## src/rtl/rr_arb_pkg.sv

```systemverilog
// Shared types and helpers for the 8-way round-robin arbiter.
package rr_arb_pkg;

    localparam int N_REQ = 8;
    localparam int IDX_W = 3;

    typedef enum logic {
        IDLE  = 1'b0,
        GRANT = 1'b1
    } state_t;

    // Index of the first set request at or after ptr, wrapping modulo N_REQ.
    function automatic logic [IDX_W-1:0] next_winner(
        input logic [N_REQ-1:0] req,
        input logic [IDX_W-1:0] ptr
    );
        logic [IDX_W-1:0] cand;
        logic [IDX_W-1:0] win;
        logic             found;
        win   = '0;
        found = 1'b0;
        for (int k = 0; k < N_REQ; k++) begin
            cand = ptr + IDX_W'(k);
            if (!found && req[cand]) begin
                win   = cand;
                found = 1'b1;
            end
        end
        return win;
    endfunction

endpackage

```

## src/rtl/decoder3to8.sv

```systemverilog
// 3-to-8 one-hot decoder that forms the grant lines from the winner index.
module decoder3to8
    import rr_arb_pkg::*;
(
    input  logic [IDX_W-1:0] idx,
    output logic [N_REQ-1:0] onehot
);

    always_comb begin
        onehot      = '0;
        onehot[idx] = 1'b1;
    end

endmodule

```

## src/rtl/rr_decoder_arbiter.sv

```systemverilog
// Round-robin arbiter over 8 requesters with hold-while-requested grants and
// a MAX_HOLD forced release; the grant is the decode of the registered index.
module rr_decoder_arbiter
    import rr_arb_pkg::*;
#(
    parameter int MAX_HOLD = 16,
    parameter int CNT_W    = 8
) (
    input  logic             clk,
    input  logic             rst_n,
    input  logic [N_REQ-1:0] req,
    output logic [N_REQ-1:0] gnt,
    output logic [IDX_W-1:0] gnt_idx,
    output logic             gnt_valid,
    output logic             timeout
);

    localparam logic [CNT_W-1:0] HOLD_LIMIT = CNT_W'(MAX_HOLD);

    state_t           state, state_nxt;
    logic [IDX_W-1:0] ptr, ptr_nxt;
    logic [IDX_W-1:0] idx_nxt;
    logic             valid_nxt;
    logic             timeout_nxt;
    logic [CNT_W-1:0] hold_cnt, hold_nxt;
    logic [N_REQ-1:0] dec;

    decoder3to8 u_dec (
        .idx    (gnt_idx),
        .onehot (dec)
    );

    // Gating by the registered valid keeps gnt at zero through the dead cycle
    // and clears it immediately on an asynchronous reset.
    assign gnt = dec & {N_REQ{gnt_valid}};

    always_ff @(posedge clk or negedge rst_n) begin
        if (!rst_n) begin
            state     <= IDLE;
            ptr       <= '0;
            hold_cnt  <= '0;
            gnt_idx   <= '0;
            gnt_valid <= 1'b0;
            timeout   <= 1'b0;
        end else begin
            state     <= state_nxt;
            ptr       <= ptr_nxt;
            hold_cnt  <= hold_nxt;
            gnt_idx   <= idx_nxt;
            gnt_valid <= valid_nxt;
            timeout   <= timeout_nxt;
        end
    end

    always_comb begin
        state_nxt   = state;
        ptr_nxt     = ptr;
        hold_nxt    = hold_cnt;
        idx_nxt     = gnt_idx;
        valid_nxt   = gnt_valid;
        timeout_nxt = 1'b0;
        unique case (state)
            IDLE: begin
                if (|req) begin
                    state_nxt = GRANT;
                    idx_nxt   = next_winner(req, ptr);
                    valid_nxt = 1'b1;
                    hold_nxt  = CNT_W'(1);
                end
            end
            GRANT: begin
                if (req[gnt_idx] && hold_cnt < HOLD_LIMIT) begin
                    hold_nxt = hold_cnt + CNT_W'(1);
                end else begin
                    // Voluntary drop or forced revoke: the grantee moves to the back.
                    state_nxt   = IDLE;
                    ptr_nxt     = gnt_idx + IDX_W'(1);
                    idx_nxt     = '0;
                    valid_nxt   = 1'b0;
                    hold_nxt    = '0;
                    timeout_nxt = req[gnt_idx];
                end
            end
            default: state_nxt = IDLE;
        endcase
    end

    a_gnt_onehot: assert property (@(posedge clk) disable iff (!rst_n)
        gnt_valid ? $onehot(gnt) : (gnt == '0));

endmodule

```

## config.mk

```make
export PLATFORM = sky130hd
export DESIGN_NAME = rr_decoder_arbiter
export DESIGN_NICKNAME = d
export VERILOG_FILES = /design/src/rtl/rr_arb_pkg.sv /design/src/rtl/decoder3to8.sv /design/src/rtl/rr_decoder_arbiter.sv
export SDC_FILE = /design/constraint.sdc
export NUM_CORES = 1
export LEC_CHECK = 0
export ABC_CLOCK_PERIOD_IN_PS = 7900
export BUFFER_PORTS_ARGS = -buffer_cell sky130_fd_sc_hd__buf_2
export CORE_UTILIZATION = 60
export CTS_BUF_LIST = sky130_fd_sc_hd__clkbuf_2
export DETAILED_ROUTE_END_ITERATION = 10
export PLACE_DENSITY = 0.95
export SLEW_MARGIN = 0
export SYNTH_ARGS = -nofsm -noshare
export SYNTH_HDL_FRONTEND = slang
export SYNTH_SLANG_ARGS = --single-unit
```

## constraint.sdc

```tcl
create_clock -name clk -period 7.9 [get_ports clk]
set_input_delay 1.58 -clock clk [delete_from_list [all_inputs] [get_ports clk]]
set_output_delay 1.58 -clock clk [all_outputs]
set_load 0.05 [all_outputs]
```

==> flow_summary.json <==
{
  "synth_common_cells": "18 x nand2_1, 17 x dfrtp_1, 14 x nor2_1",
  "dp_cells": 215,
  "dp_slack_ns": 4.451,
  "critPathBufInv": 1,
  "synth_edf_count": 0,
  "setup_slack_ns": 4.467,
  "placed_area_um2": 1733,
  "antenna_found_initial": 0,
  "finalNonFillerCells": 219,
  "finalPower_uw": 865.6,
  "dp_hpwl_um": 3179,
  "ctsResizeCount": 0,
  "post_cts_buffers": 0,
  "postRouteWirelength_um": 4160,
  "grt_pass1_vias": 1472,
  "critPathRequiredTime_ns": 8.14,
  "grt-ovfl-total": 0,
  "layout-drive-gt1-share_pct": 24.87,
  "start_kind": "flop",
  "synth.most_common_cell": "nand2_1",
  "synth_area_um2": 1649,
  "min_from": "hold_cnt[7]",
  "cts_buffers": 3,
  "fin_hold_ws_ns": 0.5244,
  "synth_top_cell_area_share_pct": 25.80,
  "yosysWarningCount": 0,
  "hold_viol_final": 0,
  "synth_nets": 186,
  "rsz0062_at_grt": "false",
  "wl_met1_um": 1487,
  "min_period_over_period_pct": 43.46,
  "crit_chain": "inv_1 -> ha_1 -> mux4_1 -> or2b_2 -> a21oi_1 -> a21o_1 -> a311o_1 -> a32o_1",
  "worst_skew_pair.late_latency_ns": 0.33,
  "worst_slew_pin_slew_ns": 0.6684,
  "critical_path_arrival_ns": 3.67,
  "path_class": "reg2reg",
  "fin_nets": 204,
  "rows": 18,
  "finalMaxSlewViolations": 0,
  "status": "finished clean",
  "first_pass_iters": 4,
  "synth_ff_type": "dfrtp_1",
  "holdPathStages": 1,
  "antenna_cells": 0,
  "core-area_um2": 2545,
  "path_clk_slew_ns": 0.16,
  "irDropWorstVdd_uv": 298.9,
  "finClkSkew_ns": 0.005743,
  "ios": 23,
  "synthCells": 172,
  "drc": 0,
  "powerDensity_nw_per_um2": 493.8,
  "numPortBuffers": 22,
  "synth_area_leaders": "dfrtp_1 26%, mux4_2 14%, mux4_1 6.4%, nand2_1 4.1%, mux2_2 3.4%",
  "slew_headroom_pct": 55.44,
  "final_core_util_pct": 68.88,
  "synth_seq_cells": 17,
  "grt_pass1_wl_um": 6644,
  "cp_slowest_cell": "dfrtp_1",
  "cp.depth": 8,
  "cts-root-buf": "clkbuf_2",
  "viasPerCell": 7.137,
  "syn_area_per_cell_um2": 9.588,
  "hold_buffers": 0,
  "max_freq_mhz": 291.3,
  "start_util_pct": 64.80,
  "syn_to_final_growth_pct": 6.297,
  "rr_startpoint": "ptr[0]",
  "cts_tree": "done",
  "p_leak_nw": 0.7743,
  "cts_buffer_depth": 2,
  "first_iter_violations": 85,
  "hold_path.class": "reg2reg",
  "route.vias.total": 1563,
  "cts_htree_levels": 1,
  "setup_viol": 0,
  "cap_violations": 0,
  "async_reset_ff_share_pct": 100.0,
  "dr_wl_met2_um": 2163,
  "synth-seq-area-share_pct": 25.80,
  "timing.setup.tns_ns": 0,
  "postRouteAntennaNets": 0,
  "cp_max_fo": 16,
  "highest_layer": "met4",
  "endpoint_kind": "flop",
  "synth_largest_area_cell": "dfrtp_1",
  "cts.sinks": 17,
  "die_w_um": 54.43,
  "cpPeakStageDelay_ns": 0.81,
  "path_delay_family": "flip-flops",
  "globalplace.congestion": 0.9278,
  "dr_wl_met3_um": 368,
  "globalRouteTotalUtil_pct": 32.54,
  "synth.distinct_cells": 50,
  "avgRoutedWirePerCell_um": 19.00,
  "r2r_cells": 8,
  "design_area_um2": 1753,
  "die_height_um": 54.43,
  "crit_start": "ptr[0]",
  "fillCellCount": 181,
  "grt_max_degree": 18,
  "layout_min_cycle_time_ns": 3.433,
  "dieArea_um2": 2962
}
-- flip-flops by register name, indices dropped and copies added (netlist names) --
signal	count
gnt_idx	3
ptr	3
gnt_valid	1
hold_cnt	8
state	1
timeout	1
-- power breakdown --
part | internal [mW] | switching [mW] | leakage, nW
clock | 0.0114 | 0.0302 | 0.0164
combinational | 0.272 | 0.370 | 0.538
sequential | 0.112 | 0.0695 | 0.220
total | 0.395 | 0.470 | 0.774
-- layout make-up --
| class | count | area (µm²) | area share (%) |
|---|---|---|---|
| Multi-Input combinational cell | 137 | 1126 | 64.24 |
| Sequential cell | 17 | 425.4 | 24.27 |
| Timing Repair Buffer | 22 | 110.1 | 6.281 |
| Tap cell | 30 | 37.54 | 2.141 |
| Inverter | 9 | 33.78 | 1.927 |
| Clock buffer | 3 | 15.01 | 0.8565 |
| Clock inverter | 1 | 5.005 | 0.2855 |
-- routing by layer --
metal	up-vias	track usage [%]
met1	760	39.15
li1	687	-
met2	95	55.28
met5	-	0
met3	21	6.944
met4	0	15.38
-- cells in the final DEF, fill, tap and decap left out, drive strengths merged, types with 3 or more instances in the layout --
cell and instances:
a21oi 10, a31oi 4, and2 5, buf 22, clkbuf 3, dfrtp 17, ha 4, inv 9
mux2 5, mux2i 5, mux4 14, nand2 19, nand2b 3, nand3 3, nor2 15, nor3 6
nor4 3, o21ai 7, xnor2 3, xor2 3
-- cells by family after synthesis --
family | synth area share (%)
XOR/XNOR | 3.187
multiplexers | 26.48
adder cells (fa/ha/maj) | 3.035
buffers and inverters | 5.917
AND/OR/NAND/NOR | 18.82
AO/OA/AOI/OAI | 16.77
flip-flops | 25.80
-- path summary, 6_finish.rpt --
| path | slack [ns] | endpoint |
|---|---|---|
| worst max-delay path | 4.47 | gnt_idx[2] |
| worst max register to register | 4.47 | gnt_idx[2] |
| worst min-delay path | 0.52 | hold_cnt[7] |
| max in group asynchronous | 6.51 | ptr[1] |
| min in group asynchronous | 1.13 | hold_cnt[5] |
| worst min register to register | 0.52 | hold_cnt[7] |
(Power assumes the default switching activity.)
